[config.mk]
export PLATFORM = sky130hd
export DESIGN_NAME = approx_adder_pipe
export DESIGN_NICKNAME = d
export VERILOG_FILES = /design/src/rtl/approx_pkg.sv /design/src/rtl/approx_adder_core.sv /design/src/rtl/approx_adder_pipe.sv
export SDC_FILE = /design/constraint.sdc
export NUM_CORES = 1
export LEC_CHECK = 0
export ABC_CLOCK_PERIOD_IN_PS = 6050
export CAP_MARGIN = 20
export CORE_ASPECT_RATIO = 1.25
export CORE_MARGIN = 3
export CORE_UTILIZATION = 58
export CTS_CLUSTER_DIAMETER = 30
export DETAILED_ROUTE_END_ITERATION = 7
export GPL_ROUTABILITY_DRIVEN = 0
export PLACE_DENSITY = 0.95
export SKIP_CTS_REPAIR_TIMING = 1
export SLEW_MARGIN = 40
export SYNTH_ARGS = -nofsm -noshare
export SYNTH_HDL_FRONTEND = slang
export SYNTH_HIERARCHICAL = 1
export SYNTH_SLANG_ARGS = --single-unit
[constraint.sdc]
create_clock -name clk -period 6.05 [get_ports clk]
set_input_delay 0.9075 -clock clk [delete_from_list [all_inputs] [get_ports clk]]
set_output_delay 0.9075 -clock clk [all_outputs]
set_load 0.05 [all_outputs]
[src/rtl/approx_pkg.sv]
// Shared constants and mode encoding for the lower-part-OR approximate adder pipeline.
package approx_pkg;

  typedef enum logic {
    MODE_EXACT  = 1'b0,
    MODE_APPROX = 1'b1
  } mode_e;

  localparam int DEF_WIDTH = 8;
  localparam int DEF_LPP   = 2;
  localparam int DEF_ET    = 0;
  localparam int DEF_CNT_W = 16;

endpackage

[src/rtl/approx_adder_core.sv]
// Combinational datapath: exact sum, lower-part-OR approximate sum, mode select and |error|.
module approx_adder_core
  import approx_pkg::*;
#(
  parameter int WIDTH = DEF_WIDTH,
  parameter int LPP   = DEF_LPP
) (
  input  logic [WIDTH-1:0] a,
  input  logic [WIDTH-1:0] b,
  input  logic             mode,
  output logic [WIDTH:0]   sum,
  output logic [WIDTH:0]   exact,
  output logic [WIDTH:0]   err
);

  logic [WIDTH:0] approx;

  assign exact = {1'b0, a} + {1'b0, b};

  generate
    if (LPP == 0) begin : g_no_lpp
      assign approx = exact;
    end else begin : g_lpp
      logic                 carry;
      logic [WIDTH-LPP:0]   upper;
      // Low bits are OR-ed; only the top low bit pair feeds a carry upward.
      assign carry = a[LPP-1] & b[LPP-1];
      assign upper = {1'b0, a[WIDTH-1:LPP]} + {1'b0, b[WIDTH-1:LPP]}
                   + {{(WIDTH-LPP){1'b0}}, carry};
      assign approx = {upper, a[LPP-1:0] | b[LPP-1:0]};
    end
  endgenerate

  assign sum = (mode_e'(mode) == MODE_APPROX) ? approx : exact;
  assign err = (exact >= sum) ? (exact - sum) : (sum - exact);

endmodule

[src/rtl/approx_adder_pipe.sv]
// Two-stage valid/ready pipeline around approx_adder_core with error statistics on output transfer.
module approx_adder_pipe
  import approx_pkg::*;
#(
  parameter int             WIDTH = DEF_WIDTH,
  parameter int             LPP   = DEF_LPP,
  parameter logic [WIDTH:0] ET    = (WIDTH+1)'(DEF_ET),
  parameter int             CNT_W = DEF_CNT_W
) (
  input  logic             clk,
  input  logic             rst,
  input  logic             in_valid,
  output logic             in_ready,
  input  logic [WIDTH-1:0] in_a,
  input  logic [WIDTH-1:0] in_b,
  input  logic             in_mode,
  output logic             out_valid,
  input  logic             out_ready,
  output logic [WIDTH:0]   out_sum,
  output logic [WIDTH:0]   out_err,
  input  logic             stat_clr,
  output logic [WIDTH:0]   max_err,
  output logic [CNT_W-1:0] viol_cnt,
  output logic             viol
);

  logic [2:1]       vld_pipe;
  logic [WIDTH-1:0] s1_a, s1_b;
  logic             s1_mode;
  logic [WIDTH:0]   core_sum, core_exact, core_err, s2_exact;
  logic             s1_adv, s2_adv, out_fire;

  assign s2_adv    = !vld_pipe[2] | out_ready;
  assign s1_adv    = !vld_pipe[1] | s2_adv;
  assign in_ready  = s1_adv;
  assign out_valid = vld_pipe[2];
  assign out_fire  = vld_pipe[2] & out_ready;

  approx_adder_core #(.WIDTH(WIDTH), .LPP(LPP)) u_core (
    .a     (s1_a),
    .b     (s1_b),
    .mode  (s1_mode),
    .sum   (core_sum),
    .exact (core_exact),
    .err   (core_err)
  );

  always_ff @(posedge clk) begin
    if (rst) begin
      vld_pipe <= '0;
      s1_a     <= '0;
      s1_b     <= '0;
      s1_mode  <= 1'b0;
      out_sum  <= '0;
      out_err  <= '0;
      s2_exact <= '0;
    end else begin
      if (s1_adv) begin
        vld_pipe[1] <= in_valid;
        if (in_valid) begin
          s1_a    <= in_a;
          s1_b    <= in_b;
          s1_mode <= in_mode;
        end
      end
      // Stage 2 only loads when it can move, so a stalled result stays put.
      if (s2_adv) begin
        vld_pipe[2] <= vld_pipe[1];
        if (vld_pipe[1]) begin
          out_sum  <= core_sum;
          s2_exact <= core_exact;
          out_err  <= core_err;
        end
      end
    end
  end

  // Clear beats a coincident transfer: that beat is simply not accounted.
  always_ff @(posedge clk) begin
    if (rst || stat_clr) begin
      max_err  <= '0;
      viol_cnt <= '0;
      viol     <= 1'b0;
    end else if (out_fire) begin
      if (out_err > max_err) max_err <= out_err;
      if (out_err > ET) begin
        viol <= 1'b1;
        if (viol_cnt != '1) viol_cnt <= viol_cnt + 1'b1;
      end
    end
  end

  // The registered error must always agree with the registered exact/selected pair.
  always_ff @(posedge clk) begin
    if (!rst && vld_pipe[2])
      assert (out_err == ((s2_exact >= out_sum) ? (s2_exact - out_sum) : (out_sum - s2_exact)));
  end

endmodule
==> results summary, run 1 <==
The TritonCTS clock tree is yes. The worst setup path is captured at a flip-flop. Along the worst hold path, the cell count comes to 2.

The number of global-route vias before repair came to ~3700. The cell type group with the largest total delay on the critical path is compound AO/OA/AOI/OAI gates. The via-per-instance ratio came out at 5.63. Once the floorplan was initialized, standard cells occupied 60.3% of the core.

The leakage power is 0.00191 µW. The fraction of registers with async set or reset after synthesis is 0%. In this design, the critical path's most frequently occurring cell is sky130_fd_sc_hd__ha_1.

By instance count, the leading cell after synthesis is sky130_fd_sc_hd__nand2_1. The first global-routing pass estimated 16000 µm of wire. The total overflow left after global routing is 0. Clock latency on the worst-skew pair, taken at its later pin, is 0.35 ns. The portion of the post-synthesis area used by sequential elements is 31.5%.

The mean instance size in the synthesized netlist is ~7.9 µm². Counting every net in the synthesized netlist gives between 500 and 600. In this run the power density over the cells is 246 mW/mm². The placed instance count came out at 641. The final period utilization came out at a little over two thirds. By startpoint and endpoint, the worst setup path is classified as reg2reg. The share of final-layout standard cells stronger than drive strength 1 came out at 5.44%. Of all cell types, the one taking the most synthesized area is sky130_fd_sc_hd__dfxtp_1. The largest net degree at the start of global routing is 40. After routing, the total negative slack on setup checks comes to 0 ns. The number of antenna-violating nets in the routed design came out at 0. The final-report setup violation count is 0. The destination of the critical timing path is out_err[3]$_SDFFE_PP0P_. The first-pass iteration count of the detailed router came out at 5. In this run the standard cell core region covers 0.00665 mm².

Counting flops with a built-in enable in the synthesized netlist gives 0. The clock transition at the registers of the reported paths is 0.07 ns. The largest voltage drop on the vdd net came out at about 0.00016 V. In the synthesized netlist, the cells that appear most often are sky130_fd_sc_hd__nand2_1 (108), sky130_fd_sc_hd__dfxtp_1 (63), sky130_fd_sc_hd__a21oi_1 (55), sky130_fd_sc_hd__ha_1 (36), sky130_fd_sc_hd__inv_1 (36). The total I/O pin count came out at between 60 and 70. The class of the tightest hold or removal check is reg2reg.

Yosys printed 6 warnings. Timing would allow up to 0.236 GHz. The signal on the critical path passes through ha_1 -> fa_1 -> a21o_2 -> a21oi_4 -> and2b_2 -> o21ai_0 -> nand2b_1 -> xor2_1 -> inv_1 -> ha_1 -> and2_1 -> a222oi_1 -> o21ai_2 -> mux2i_1 -> xnor2_1 -> nand2_1 -> a21oi_1. The post-layout minimum cycle time came out at 4.25 ns.

Setup slack on the worst reg-to-reg path comes out at 1.80 ns. The slowest stage of the critical path is the sky130_fd_sc_hd__a222oi_1 cell. The floorplan has 33 rows. By area the synthesized netlist is led by sky130_fd_sc_hd__dfxtp_1 (31%), sky130_fd_sc_hd__ha_1 (11%), sky130_fd_sc_hd__nand2_1 (10%).

The buffer levels on the longest clock path came out at 2. The clock root buffer is sky130_fd_sc_hd__clkbuf_8. The number of nets at the end of the flow came out at about 630.

The die span in y came out at 99.0 µm. The timing startpoint of the critical path is s1_a[0]$_SDFFE_PP0P_. The primary flip-flop cell chosen by synthesis mapping is sky130_fd_sc_hd__dfxtp_1. The number of levels the H-tree was split into is 3.

The layout overhead on the synthesized area came out at 22.0%. The number of cells on the worst reg-to-reg path is 17. Max-cap violations in this run came to 0. The die covers roughly 0.0080 mm².

The hold slack came out at between 0.4 and 0.5 ns. After technology mapping, the gate count stands at 505. Setup repair after global routing left no endpoint under its margin.

The worst register-to-register path begins at s1_a[0]$_SDFFE_PP0P_. For this block, the routed nets add up to between 9000 and 10000 µm of wire. Summing every instance area after synthesis gives between 0.004 and 0.005 mm². Global routing used 25.2% of the available tracks across all layers. The number of register bits inferred by synthesis is 63. For the worst setup path, the data required time is 6.32 ns. The worst register-to-register path ends at out_err[3]$_SDFFE_PP0P_. The worst-margin pin slew is 0.697 ns. The initial antenna violation count came out at 0. The maximum cell stage delay along the critical path came out at roughly 0.5 ns. The number of max-slew violations in the final report is 0. From left edge to right edge, the die measures 80.4 µm.

The vias after detailed routing is 3701. The count of non-filler cells in the finished layout came out at 657. Clock skew on the completed layout was measured at 0.00911 ns. The share of synthesized area in the top cell type comes to a little under a third. The number of antenna diodes in the final layout is 0. Clock tree synthesis found a total of 63 sinks. The number of failing hold endpoints at the final stage is 0. The flow ran to the end, and the final reports show no timing, DRC or antenna violations. The number of logic stages on the critical path including buffering came out at 17.

The number of buffers and inverters on the critical path is 1. The average wire length per cell after detail routing came out at 14.4 µm. The number of unique standard cell types used by synthesis came out at 53.

The estimated wirelength of the detail-placed design came out at 7290 µm. The iteration-0 DRC count of the detailed router is 248. The remaining routing DRC violations came out at 0. The tightest slew margin relative to the limit came out at between 50 and 60%. The kind of start point of the critical path is a flip-flop. The data arrival time of the worst path came out at between 4 and 5 ns.

The number of buffers inserted during clock tree synthesis came out at 9. The total of buffers placed on input and output ports is 67. The maximum fanout along the worst path came out at 7.
[cells in the final DEF (no fill, tap or decap), types with 6 or more instances in the layout]
cell / netlist / routed
sky130_fd_sc_hd__mux2i_1: 21 / 21
sky130_fd_sc_hd__clkdlybuf4s50_1: 0 / 67
sky130_fd_sc_hd__xnor2_1: 18 / 18
sky130_fd_sc_hd__nand4_1: 10 / 10
sky130_fd_sc_hd__nor2b_1: 6 / 6
sky130_fd_sc_hd__clkbuf_8: 0 / 10
sky130_fd_sc_hd__inv_1: 36 / 36
sky130_fd_sc_hd__nand2_1: 108 / 108
sky130_fd_sc_hd__dfxtp_1: 63 / 63
sky130_fd_sc_hd__a21oi_1: 55 / 55
sky130_fd_sc_hd__o21ai_0: 14 / 14
sky130_fd_sc_hd__xor2_1: 11 / 11
sky130_fd_sc_hd__ha_1: 36 / 36
sky130_fd_sc_hd__nand3_1: 9 / 9
sky130_fd_sc_hd__nor2_1: 29 / 28
[final cells by class]
cell class | instances | area (µm²)
Timing Repair Buffer | 69 | 686
Tap cell | 87 | 109
Fill cell | 472 | 1760
Inverter | 36 | 135
Multi-Input combinational cell | 386 | 2520
Clock inverter | 5 | 33.8
Sequential cell | 63 | 1260
Clock buffer | 11 | 141
[where the power goes]
| group | internal [µW] | switching [µW] | leakage, µW |
|---|---|---|---|
| combinational | 173 | 248 | 0.00131 |
| sequential | 434 | 22.5 | 0.000513 |
| clock | 159 | 164 | 0.0000853 |
| total | 767 | 435 | 0.00191 |
[logic make-up after synthesis]
family	synth area share, %
xor gates and xnor gates	6.33
muxes	5.52
buffers and inverters	5.65
and+or+nand+nor	21.7
DFF	31.5
AOI/OAI and AO/OA	15.6
adders and majority gates	13.7
[how the worst min path moves through the flow]
| stage | startpoint | to | slack (ns) |
|---|---|---|---|
| 2_1_floorplan | s1_mode$_SDFFE_PP0P_ | s1_mode$_SDFFE_PP0P_ | 0.43 |
| 3_3_place_gp | s1_b[4]$_SDFFE_PP0P_ | s1_b[4]$_SDFFE_PP0P_ | 0.45 |
| 3_5_place_dp | s1_b[4]$_SDFFE_PP0P_ | s1_b[4]$_SDFFE_PP0P_ | 0.45 |
| 4_1_cts | s1_b[4]$_SDFFE_PP0P_ | s1_b[4]$_SDFFE_PP0P_ | 0.46 |
| 5_1_grt | out_sum[4]$_SDFFE_PP0P_ | out_sum[4]$_SDFFE_PP0P_ | 0.49 |
| 6_report | out_sum[4]$_SDFFE_PP0P_ | out_sum[4]$_SDFFE_PP0P_ | 0.46 |
[metal layers]
metal | wire length [µm] | global-route usage (%) | up-vias
li1 | - | - | 1828
met1 | 3830 | 27.9 | 1703
met2 | 4840 | 44.5 | 140
met3 | 421 | 3.56 | 30
met4 | 370 | 15.7 | 0
met5 | 0 | 0 | -
[sequential cells by signal, indices dropped and copies added (netlist names)]
name	count
max_err	9
out_err	9
out_sum	9
s1_a	8
s1_b	8
s1_mode	1
viol	1
viol_cnt	16
vld_pipe	2
[worst reg2reg max path: cells and delay by family, from the launching register on]
family | cells | cell delay (ns)
muxes | 1 | 0.27
xor gates and xnor gates | 2 | 0.29
buffers and inverters | 1 | 0.06
and+or+nand+nor | 4 | 0.65
adders and majority gates | 3 | 1.08
AOI/OAI and AO/OA | 6 | 1.50
DFF | 1 | 0.33
[metrics by stage]
step	util, %	setup slack (ns)	area [µm²]	total power, µW
floorplan	-	2.40	4010	776
global placement	70.9	2.23	4710	858
detailed placement	70.9	2.00	4720	880
CTS	73.6	1.90	4890	1200
global route	73.6	1.56	4890	1270
finish	73.6	1.80	4890	1200
Note: power is estimated with default switching activity, not from simulation.
==> run 2: changes to the inputs <==
ABC_CLOCK_PERIOD_IN_PS = 3800   (was 6050)
CORE_UTILIZATION = 49   (was 58)
PLACE_DENSITY = 0.88   (was 0.95)
clock period = 3.8 ns   (was 6.05 ns; I/O delays follow)
==> results summary, run 2 (synthesis results as in run 1) <==
The routed metal-1 wirelength is 3890 µm. The highest achievable clock rate is ~0.27 GHz. The initial antenna violation count is 0.

The final setup TNS is 0 ns. The net count of the finished layout is around 640. IR analysis of the VDD net gives a maximum drop of 0.000254 V. The average wire length per cell after detail routing came out at 14.4 µm.

Leaving out fill and tap cells, the most frequent cell in the layout is sky130_fd_sc_hd__nand2_1. The area growth from synthesis to layout is 28.1%. The post-layout minimum cycle time came out at 3.71 ns. The critical path is of the reg2reg type. For this design the static power due to leakage is between 0.0015 and 0.002 µW. The number of levels the H-tree was split into came out at 3. The die area came out at about 0.0093 mm². The worst-margin pin slew came out at 0.747 ns. The share of final-layout standard cells stronger than drive strength 1 came out at 10.6%. The longest clock path from root to sink contains 2 buffers. The final-report setup violation count came out at 0. The final period utilization is between 90% and 100%. The sum of met2 wire segment lengths after detailed routing came out at ~5000 µm. Before antenna repair, the detailed router went through 4 iterations. The number of max-slew violations in the final report is 0.

The number of placement rows came out at 36. The number of clock sinks is 63. The highest metal layer with signal wires is met4. Data on the critical path is required at its endpoint by just over 4 ns. The estimated wirelength of the detail-placed design is 7300 µm. The largest clock skew in the final design came out at 0.0112 ns. The overall die width came out at around 87 µm.

The data arrival time of the worst path is 3.99 ns. The number of failing hold endpoints at the final stage is 0. The clock root buffer is sky130_fd_sc_hd__clkbuf_8.

The number of global-route vias before repair came out at approximately 3600. The number of antenna cells inserted is 0. The largest net degree at the start of global routing is 40.

STA classifies the critical path endpoint as a flip-flop. The routed layout has 3733 vias. The maximum fanout along the worst path came out at 7.

The remaining routing DRC violations came out at 0. The path class of the tightest hold or removal check is reg2reg. Summed over all layers, the global routing overflow is 0. The routed design uses 557 µm of met3 wire. The core box area came out at 0.00788 mm². The library cells used most frequently in the layout, excluding fill and tap cells, are sky130_fd_sc_hd__nand2_1 (108), sky130_fd_sc_hd__clkdlybuf4s50_1 (67), sky130_fd_sc_hd__dfxtp_1 (61). The overall fraction of global-route tracks in use came out at 20.8%. The multi-input gate area in the final layout came out at between 0.002 and 0.003 mm². The clock reaches the later pin of the worst-skew pair after 0.35 ns.

The tightest slew margin relative to the limit came out at 50.2%. The clock transition at the registers of the reported paths came out at 0.07 ns. The flip-flop count of the largest register, all copies and words added is 16. The TritonCTS clock tree is yes.

The number of buffers inserted during clock tree synthesis is 9. Buffers placed on the I/O ports in this run total 67. The initial standard-cell utilization of the core came out at between 50% and 60%. Wires add up to 9750 µm. The first global-routing pass estimated 15600 µm of wire. The sequential standard cell area came out at 0.00126 mm².

The register with the highest flop count is viol_cnt. The power density of the placed cells is 414 mW/mm². The iteration-0 DRC count of the detailed router is 192. STA classifies the critical path startpoint as a flip-flop. Across the run, the number of max-cap violations was 0. The count of nets left with antenna violations once routing finished came out at 0. The number of fill cells is 627. In the routed layout, each cell is associated on average with a via count of approximately 5.5. The die span in y came out at around 110 µm. The total I/O pin count is between 60 and 70. The hold slack is 0.459 ns. The run finished with clean final reports.
-- run 2: area by class of cell --
cell class	count	share of cell area, %
multi-input cells	386	50.8
flip-flops and latches	63	24.6
repair buffers	82	15.3
clock buffers	11	2.75
inverters	36	2.63
well taps	95	2.31
clock inverters	5	1.58
-- run 2: report_power, final --
| part | internal [µW] | switching (µW) |
|---|---|---|
| sequential | 692 | 35.1 |
| combinational | 326 | 418 |
| clock | 387 | 268 |
-- run 2: worst max-delay path, stage by stage, from the launching register on --
cell                       delay (ns)
sky130_fd_sc_hd__dfxtp_2         0.34
sky130_fd_sc_hd__ha_4            0.17
sky130_fd_sc_hd__fa_2            0.43
sky130_fd_sc_hd__a21o_4          0.23
sky130_fd_sc_hd__a21oi_4         0.16
sky130_fd_sc_hd__and2b_2         0.23
sky130_fd_sc_hd__o21ai_2         0.12
sky130_fd_sc_hd__nand2b_1        0.11
sky130_fd_sc_hd__xor2_1          0.15
sky130_fd_sc_hd__inv_1           0.09
sky130_fd_sc_hd__ha_4            0.25
sky130_fd_sc_hd__and2_4          0.16
sky130_fd_sc_hd__a222oi_1        0.26
sky130_fd_sc_hd__buf_4           0.19
sky130_fd_sc_hd__o21ai_2         0.06
sky130_fd_sc_hd__buf_6           0.15
sky130_fd_sc_hd__mux2i_2         0.19
sky130_fd_sc_hd__xor2_1          0.17
sky130_fd_sc_hd__nand2_1         0.06
sky130_fd_sc_hd__a21oi_1         0.11
-- run 2: through the flow --
stage	area [µm²]	total power, µW	utilization [%]	cells	setup slack (ns)
after floorplan	4010	1240	-	505	0.149
after global placement	4820	1400	61.2	662	0.154
after detailed placement	4820	1430	61.2	662	0.000812
after CTS	5050	2090	64.0	678	-0.125
after global routing	5140	2240	65.2	678	-0.0480
final	5140	2130	65.2	678	0.0917
-- run 2: final timing paths --
check / start / end / slack, ns / cells past startpoint
max: s1_b[0]$_SDFFE_PP0P_ / out_err[6]$_SDFFE_PP0P_ / 0.09 / 19
max reg2reg: s1_b[0]$_SDFFE_PP0P_ / out_err[6]$_SDFFE_PP0P_ / 0.09 / 19
min reg2reg: out_sum[4]$_SDFFE_PP0P_ / out_sum[4]$_SDFFE_PP0P_ / 0.46 / 2
min: out_sum[4]$_SDFFE_PP0P_ / out_sum[4]$_SDFFE_PP0P_ / 0.46 / 2
-- run 2: per-layer routing --
metal  track usage, %  vias up
met2             37.9      128
met1             22.6     1727
met4             8.80        0
met5                0        -
li1                 -     1853
met3             4.69       25
